===== src/rtl/timer_ctrl_pkg.sv =====
// rtl/timer_ctrl_pkg.sv - shared state and mode definitions for timer_ctrl
package timer_ctrl_pkg;

  typedef enum logic [1:0] {
    IDLE = 2'd0,
    RUN  = 2'd1,
    DONE = 2'd2
  } state_t;

  localparam logic MODE_ONESHOT  = 1'b0;
  localparam logic MODE_PERIODIC = 1'b1;

endpackage


===== src/rtl/timer_ctrl_counter.sv =====
// rtl/timer_ctrl_counter.sv - shared up-counter with synchronous clear (clear beats enable)
module timer_ctrl_counter #(
  parameter int WIDTH = 16
) (
  input  logic             clk,
  input  logic             resetn,
  input  logic             en,
  input  logic             clr,
  output logic [WIDTH-1:0] count
);

  always_ff @(posedge clk or negedge resetn) begin
    if (!resetn) begin
      count <= '0;
    end else if (clr) begin
      count <= '0;
    end else if (en) begin
      count <= count + WIDTH'(1);
    end
  end

endmodule


===== src/rtl/timer_ctrl.sv =====
// rtl/timer_ctrl.sv - one-shot/periodic timer FSM; optional prescaler under TIMER_CTRL_PRESCALE_EN
module timer_ctrl
  import timer_ctrl_pkg::*;
#(
  parameter int CNT_WIDTH      = 16,
  parameter int PRESCALE_WIDTH = 8
) (
  input  logic                      clk_i,
  input  logic                      rst_i,
  input  logic                      start_i,
  input  logic                      stop_i,
  input  logic                      mode_i,
  input  logic [CNT_WIDTH-1:0]      period_i,
`ifdef TIMER_CTRL_PRESCALE_EN
  input  logic [PRESCALE_WIDTH-1:0] prescale_i,
`endif
  output logic                      busy_o,
  output logic                      tick_o,
  output logic                      done_o,
  output logic [CNT_WIDTH-1:0]      count_o
);

  state_t               state, state_next;
  logic [CNT_WIDTH-1:0] period_q;
  logic [CNT_WIDTH-1:0] count;
  logic                 mode_q;
  logic                 count_en;
  logic                 term;
  logic                 start_ok;

  // Start is only accepted outside RUN, and a simultaneous stop always wins.
  assign start_ok = start_i && !stop_i && (state != RUN);

`ifdef TIMER_CTRL_PRESCALE_EN
  logic [PRESCALE_WIDTH-1:0] prescale_q;
  logic [PRESCALE_WIDTH-1:0] presc_cnt;

  assign count_en = (state == RUN) && (presc_cnt == prescale_q);

  always_ff @(posedge clk_i or posedge rst_i) begin
    if (rst_i) begin
      presc_cnt <= '0;
    end else if (state != RUN || stop_i || count_en) begin
      presc_cnt <= '0;
    end else begin
      presc_cnt <= presc_cnt + PRESCALE_WIDTH'(1);
    end
  end

  always_ff @(posedge clk_i or posedge rst_i) begin
    if (rst_i) begin
      prescale_q <= '0;
    end else if (start_ok) begin
      prescale_q <= prescale_i;
    end
  end
`else
  assign count_en = (state == RUN);
`endif

  assign term   = count_en && (count == period_q - CNT_WIDTH'(1));
  assign tick_o = term && !stop_i;

  always_ff @(posedge clk_i or posedge rst_i) begin
    if (rst_i) begin
      period_q <= '0;
      mode_q   <= MODE_ONESHOT;
    end else if (start_ok) begin
      period_q <= (period_i == '0) ? CNT_WIDTH'(1) : period_i;
      mode_q   <= mode_i;
    end
  end

  always_ff @(posedge clk_i or posedge rst_i) begin
    if (rst_i) begin
      state <= IDLE;
    end else begin
      state <= state_next;
    end
  end

  always_comb begin
    state_next = state;
    case (state)
      IDLE: if (start_ok) state_next = RUN;
      RUN: begin
        if (stop_i)                             state_next = IDLE;
        else if (term && mode_q == MODE_ONESHOT) state_next = DONE;
      end
      DONE: begin
        if (stop_i)        state_next = IDLE;
        else if (start_ok) state_next = RUN;
      end
      default: state_next = IDLE;
    endcase
  end

  timer_ctrl_counter #(
    .WIDTH(CNT_WIDTH)
  ) u_count (
    .clk   (clk_i),
    .resetn(~rst_i),
    .en    (count_en),
    .clr   (term || start_ok || stop_i),
    .count (count)
  );

  assign busy_o  = (state == RUN);
  assign done_o  = (state == DONE);
  assign count_o = count;

endmodule


===== config.mk =====
export PLATFORM = sky130hd
export DESIGN_NAME = timer_ctrl
export DESIGN_NICKNAME = d
export VERILOG_FILES = /design/src/rtl/timer_ctrl_pkg.sv /design/src/rtl/timer_ctrl_counter.sv /design/src/rtl/timer_ctrl.sv
export SDC_FILE = /design/constraint.sdc
export NUM_CORES = 1
export LEC_CHECK = 0
export ABC_AREA = 1
export BUFFER_PORTS_ARGS = -buffer_cell sky130_fd_sc_hd__buf_2
export CAP_MARGIN = 40
export CORE_MARGIN = 2
export CORE_UTILIZATION = 56
export CTS_CLUSTER_DIAMETER = 100
export DETAILED_ROUTE_END_ITERATION = 8
export PLACE_DENSITY_LB_ADDON = 0.05
export SYNTH_ARGS = -nofsm -noshare
export SYNTH_HDL_FRONTEND = slang
export SYNTH_SLANG_ARGS = --single-unit

===== constraint.sdc =====
create_clock -name clk_i -period 2.1 [get_ports clk_i]
set_input_delay 0.21 -clock clk_i [delete_from_list [all_inputs] [get_ports clk_i]]
set_output_delay 0.21 -clock clk_i [all_outputs]
set_load 0.02 [all_outputs]

# Word-level counts from Yosys, hierarchy flattened

Index checks and enable logic that the tools add are counted.

Add/sub/neg operators: 2
Eq/ne operators: 5
Muxes and demuxes: 8
Bitwise logic cells: 1
Reductions and logical operators: 11

Operators with widths:

| operator                | number |
|---|---|
| $mux W16                | 3 |
| $add A16 B1 Y16 const B | 1 |
| $eq A16 B16 Y1          | 1 |
| $logic_not A16 Y1       | 1 |
| $sub A16 B1 Y16 const B | 1 |
| $mux W2                 | 4 |
| $pmux W2 S3             | 1 |
| $logic_and A1 B1 Y1     | 5 |
| $ne A3 B2 Y1 const B    | 1 |
| $eq A2 B1 Y1 const B    | 1 |
| $eq A2 B2 Y1 const B    | 1 |
| $logic_not A2 Y1        | 1 |
| $logic_or A1 B1 Y1      | 2 |
| $ne A2 B1 Y1 const B    | 1 |
| $reduce_bool A2 Y1      | 1 |
| $logic_not A1 Y1        | 1 |
| $not A1 Y1              | 1 |

Flip-flop bits (word level): 35
Input bits: 21
Output and inout port bits: 19

# Longest topological paths before layout

Gate-level depths: netlist of run 1.

Depth in word-level cells: 7
Mapped depth: 15
Depth with buffers taken out: 14

# Cells and area by module

From an unflattened synthesis of run 1, not the netlist that was laid out.

Cells, all modules: 364
Area, all modules: 2,449.8 µm²

Modules (own cells, without submodules):

| module             | instances | cells each | area each (µm²) |
|---|---|---|---|
| timer_ctrl         | 1         | 235        | 1,526.5 |
| timer_ctrl_counter | 1         | 129        | 923.4 |

# Least setup slack after synthesis of run 1

Ideal clock, no wire load.

Path kind: flip-flop to output port
From: register period_q[0]
To: output port tick_o
Arrival: 1.690 ns
Data required time: 1.890 ns
Setup slack: 0.200 ns
Cell stages (with the launch flop): 12
Path buffers: 0
Cells stage by stage: dfrtp_1 inv_1 ha_1 nand2_1 nor2_1 xor2_1 nand2_1 inv_1 nand4_1 nor2_1 nand3_1 nor2_1

Cells in the longest elaborated chain, start to end: 4

RTL lines:

| item                   | RTL line         | RTL |
|---|---|---|
| start, declared        | timer_ctrl.sv:24 | `logic [CNT_WIDTH-1:0] period_q;` |
| start signal, assigned | timer_ctrl.sv:69 | `period_q <= (period_i == '0) ? CNT_WIDTH'(1) : period_i;` |
| $sub A16 B1 Y16        | timer_ctrl.sv:61 | `assign term = count_en && (count == period_q - CNT_WIDTH'(1));` |
| $eq A16 B16 Y1         | timer_ctrl.sv:61 |  |
| $logic_and A1 B1 Y1    | timer_ctrl.sv:61 |  |
| $logic_and A1 B1 Y1    | timer_ctrl.sv:62 | `assign tick_o = term && !stop_i;` |
| end, declared          | timer_ctrl.sv:18 | `output logic tick_o,` |

No other way between the ends.

# Final worst setup path of run 1

From: register period_q[1]
To: output port tick_o

The elaborated chain is that of the path after synthesis.

==> results_dict.tcl, run 1 <==
set metrics [dict create \
    status "finished, violations left" \
    violations "negative hold slack, negative setup slack" \
    critical_path_class "reg -> out" \
    synth.net_count 335 \
    period_needed_ns 2.16 \
    worst_pin_slew_ns 0.501 \
    port_buffers 39 \
    yosys-top-cells-area "dfrtp_1 (37%), nand2_1 (12%), mux2_2 (7.2%), nor2_1 (6.4%), inv_1 (6.2%)" \
    final_nets 387 \
    clk_latency_ns 0.30 \
    rows 23 \
    multi_input_area_um2 1380 \
    setup_viol 1 \
    seq_area_um2 877 \
    finalWorstSetupSlack_ns -0.0564 \
    grt_pass1_wl_mm 9.82 \
    cts_root_buffer "clkbuf_8" \
    finalCritPeriodShare_pct 103 \
    drc_errors 0 \
    final_hold_viol_count 1 \
    syn-instance-count 312 \
    htree_levels 2 \
    fillers 330 \
    gp_congestion 1.02 \
    ctsHoldBuffers 0 \
    wl_mm 5.93 \
    rsz0062_at_grt "true" \
    clock_path_buffers 2 \
    die_h_um 68.9 \
    synth_ff_type "dfrtp_1" \
    maxCapViolCount 0 \
    power.density_nw_per_um2 787 \
    synth_top_cell_area_share_pct 37.1 \
    initial_utilization_pct 58.6 \
    rr_worst_depth 13 \
    max_freq_ghz 0.464 \
    grt_use_total_pct 28.8 \
    whs_ns -0.0111 \
    die_x_um 68.9 \
    syn_to_final_growth_pct 22.0 \
    power_leakage_uw 0.00138 \
    end_kind "output port" \
    num_vias 2169 \
    core_um2 4030 \
    dr.first_iter.drc_count 189 \
    synth_seq_area_share_pct 37.1 \
    ant_nets 0 \
    vias_per_cell 5.23 \
    cts.sinks 35 \
    synth_area_per_cell_um2 7.57 \
    synth_top_cells_by_count "nand2_1 (76), nor2_1 (40), inv_1 (39)" \
    synth_area_um2 2360 \
    hp-class "in -> async" \
    ys_seq_elements 35 \
    drt-pass1-iter-count 4 \
    yosysMostFrequentCell "nand2_1" \
    grt_max_degree 36 \
    vdd.ir_drop.worst_mv 0.431 \
    n_antenna_cell 0 \
    cts_tree "done" \
    worst_setup_path_start_kind "flip-flop" \
    slew_viol_final 0 \
    synth_enable_flop_cells 0 \
    yosysWarnings 0 \
    io_pins 40 \
    cts_buffers 5 \
    antenna_found_initial 0 \
    drive_gt1_share_pct 29.6 \
    grt.overflow.total 0 \
    power_uw 2270 \
    synthDistinctLibCells 29 \
    routedWlPerCell_um 14.3 \
    required_ns 1.89 \
    clock_skew_ns 0.0118 \
    yosysTopAreaCell "dfrtp_1" \
    clk_pin_slew_ns 0.08 \
    dpl_worst_slack_ns 0.0698 \
    grt_pass1_vias 2107 \
    worst_ep_arrival_time_ns 1.95 \
    relSlewSlack_pct 66.3 \
    hpwlAfterDp_mm 4.55 \
    worstPathMaxFanout 4 \
    ys_async_sr_fraction_pct 100 \
    die_area_um2 4750 \
]
## layer usage
metal	GRT usage, %	vias to the layer above	share of wire (%)
li1	-	1089	-
met1	38.9	1015	46
met2	46.4	55	47
met3	5.52	10	5.2
met4	9.07	0	1.6
met5	0	-	0
## cell type report
cell class              instances  share of cell area, %
clock inverters                 3                   2.35
repair buffers                 47                   9.38
well taps                      50                   2.17
flip-flops and latches         35                   30.5
multi-input cells             235                   48.0
clock buffers                   5                   2.39
inverters                      40                   5.21
## worst paths after layout
path,startpoint,slack [ns],to
setup / recovery,period_q[1],-0.06,tick_o
hold / removal,rst_i,-0.01,period_q[1]
setup reg to reg,period_q[1],0.20,u_count.count[1]
hold reg to reg,mode_q,0.52,mode_q
max in group asynchronous,rst_i,1.76,period_q[2]
min in group clk_i,mode_i,0.15,mode_q
## flip-flops by register name, summed over array words and instances (netlist names)
name           count
period_q          16
u_count.count     16
state              2
mode_q             1
## per-stage QoR
stage | cells | hold slack (ns) | setup TNS [ns] | utilization [%] | instance area, um2
floorplan | 312 | 0.361 | 0 | - | 2360
global placement | 404 | 0.332 | 0 | 65.6 | 2640
detailed placement | 404 | 0.341 | 0 | 65.6 | 2640
CTS | 414 | 0.0165 | -0.0544 | 70.7 | 2850
global route | 415 | 0.0449 | -0.230 | 71.5 | 2880
finish | 415 | -0.0111 | -0.0564 | 71.5 | 2880
## power breakdown
group          internal, uW  switching (uW)
combinational           269             385
clock                   474             272
sequential              755             111
## repair_timing
| action | in CTS | in global routing |
|---|---|---|
| setup buffers | 2 | 1 |
| pin swaps | 2 | 2 |
| setup endpoints to repair | 1 | 17 |
| gates resized for setup | 16 | 6 |
## cell usage in the layout, fill, tap and decap left out, types with 5 or more instances in the layout
cell type and n:
nand2_1 75, buf_2 38, inv_1 37, nor2_1 34
dfrtp_1 34, nand3_1 21, nor2_2 17, xor2_1 16
mux2_2 15, xnor2_1 8, buf_4 8, nor2_4 6
o21ai_0 5, a21oi_1 5, nand4_1 5, clkbuf_8 5
## cell families (layout without fill, tap and decap cells)
family	count (synthesis)	after routing	share of synthesized area (%)
muxes	15	15	7.15
and+or+nand+nor	178	178	34.5
xor gates and xnor gates	24	24	8.90
AOI/OAI and AO/OA	16	16	3.87
DFF	35	35	37.1
buffers and inverters	42	95	7.42
adders and majority gates	2	2	1.06
## critical path, cell delays in order, from the launching register on
cell and delay, ns:
dfrtp_1 0.42, inv_2 0.09, ha_4 0.15, nand2_2 0.11, nor2_4 0.13, nand2_1 0.08, nand3_1 0.13, nand4_1 0.11
nor3_2 0.12, nand3_1 0.09, nor2_1 0.09, buf_4 0.14
Power figures use the tool's default switching activity.
==> inputs of run 2 (changes only) <==
CORE_UTILIZATION = 58   (was 56)
CTS_BUF_LIST = sky130_fd_sc_hd__clkbuf_8   (was not set)
==> run 2 against run 1 <==
Net effect:
- the run ends with negative setup slack left
- sequential share of layout area is 1.2 points lower
- largest power group unchanged
- power is 1.0% lower
- setup slack worse by 0.13 ns
- first-iteration DRC count is 43% higher
==> results_dict.tcl, run 2 (synthesis gave the netlist of run 1 again) <==
set metrics [dict create \
    rows 23 \
    port_buffers 39 \
    violations "negative setup slack" \
    initial_utilization_pct 59.5 \
    routedWlPerCell_um 15.0 \
    clock_path_buffers 2 \
    dr.first_iter.drc_count 270 \
    clk_pin_slew_ns 0.07 \
    power_uw 2240 \
    worstPathMaxFanout 5 \
    htree_levels 2 \
    final_hold_viol_count 0 \
    cts_root_buffer "clkbuf_8" \
    power.density_nw_per_um2 748 \
    max_stage_delay_ns 0.47 \
    final_common_cell "nand2_1" \
    relSlewSlack_pct 37.4 \
    max_freq_ghz 0.437 \
    dpl_worst_slack_ns 0.105 \
    drive_gt1_share_pct 34.7 \
    final_util_pct 75.5 \
    clk_latency_ns 0.29 \
    critPathTopFamily "simple AND/OR/NAND/NOR gates" \
    vias_per_cell 5.40 \
    grt_pass1_vias 2086 \
    die_x_um 67.8 \
    drt-pass1-iter-count 6 \
    io_pins 40 \
    layout_common_cells "nand2_1 (70), buf_2 (38), inv_1 (35)" \
    cp_slowest_cell "dfrtp_1" \
    finalWorstSetupSlack_ns -0.186 \
    worst_ep_arrival_time_ns 2.08 \
    vdd.ir_drop.worst_mv 0.435 \
    grt.overflow.total 0 \
    grt_max_degree 36 \
    required_ns 1.89 \
    maxCapViolCount 0 \
    top_regs "period_q: 16 flops, u_count.count: 16 flops, state: 2 flops" \
    die_area_um2 4600 \
    ctsHoldBuffers 0 \
    wl_mm 6.39 \
    crit_chain "nor2_1 > nand2_2 > nor2_4 > nand2_1 > nand2_1 > nand4_1 > nor3_2 > nand3_1 > nor2_1 > buf_4" \
    rsz0062_at_grt "true" \
    finalCritPeriodShare_pct 109 \
    ant_nets 0 \
    drc_errors 0 \
    cts.sinks 35 \
    critical_path_class "reg -> out" \
    grt_pass1_wl_mm 9.21 \
    slew_viol_final 0 \
    fin_cells 427 \
    gp_congestion 0.908 \
    syn_to_final_growth_pct 27.0 \
    power_leakage_uw 0.00146 \
    die_h_um 67.8 \
    worst_setup_path_start_kind "flip-flop" \
    worstReg2RegStart "state[1]" \
    status "finished, violations left" \
    clock_skew_ns 0.00175 \
    grt_use_total_pct 27.3 \
    setup_viol 1 \
    dp_cells 405 \
    worst-path-buf-inv 1 \
    num_vias 2304 \
    worst_pin_slew_ns 0.939 \
    cts_buffers 5 \
    tns_ns -0.186 \
    n_antenna_cell 0 \
    core_um2 3970 \
    period_needed_ns 2.29 \
    cts_tree "done" \
    antenna_found_initial 0 \
    final_nets 399 \
    worstSetupStartpoint "period_q[7]" \
    hp-class "in -> async" \
    end_kind "output port" \
    hpwlAfterDp_mm 4.28 \
]
[run 2: report_power, final]
| part | internal (uW) | switching, uW |
|---|---|---|
| clock | 353 | 259 |
| combinational | 323 | 441 |
| sequential | 756 | 111 |
[run 2: timing repair]
item | 4_1_cts | 5_1_grt
setup buffers | 7 | 6
gates cloned | 0 | 1
resized for setup | 10 | 28
pin swaps | 2 | 12
endpoints found under the setup margin | 1 | 17
[run 2: per-stage QoR]
step	hold WS, ns	area [um2]
after floorplan	0.361	2360
after CTS	0.0206	2840
final	0.00497	3000
after detailed placement	0.335	2640
after global placement	0.324	2640
after global routing	0.0499	3000
[run 2: layout make-up]
type | instances | area, um2
Timing Repair Buffer | 58 | 340
Fill cell | 302 | 973
Clock inverter | 3 | 43.8
Sequential cell | 35 | 877
Clock buffer | 5 | 68.8
Inverter | 40 | 150
Multi-Input combinational cell | 236 | 1460
Tap cell | 50 | 62.6
[run 2: worst register-to-register path, delay by kind of cell, from the launching register on]
| kind | cells | cell delay, ns |
|---|---|---|
| simple gates | 1 | 0.22 |
| compound gates | 3 | 1.12 |
| flops | 1 | 0.41 |
| buf+inv | 2 | 0.23 |
[run 2: path summary, 6_finish.rpt]
path,to,slack (ns),depth (start not counted)
max,tick_o,-0.19,10
min,u_count.count[2],0.005,3
max reg2reg,state[1],0.06,6
min reg2reg,mode_q,0.52,2
max in group asynchronous,period_q[2],1.77,3
min in group clk_i,mode_q,0.16,3
[run 2: routing by layer]
metal	wire (um)	vias to the layer above	track usage [%]
li1	-	1116	-
met1	2790	1074	35.5
met2	3000	94	43.9
met3	374	20	6.00
met4	213	0	11.5
met5	0	-	0
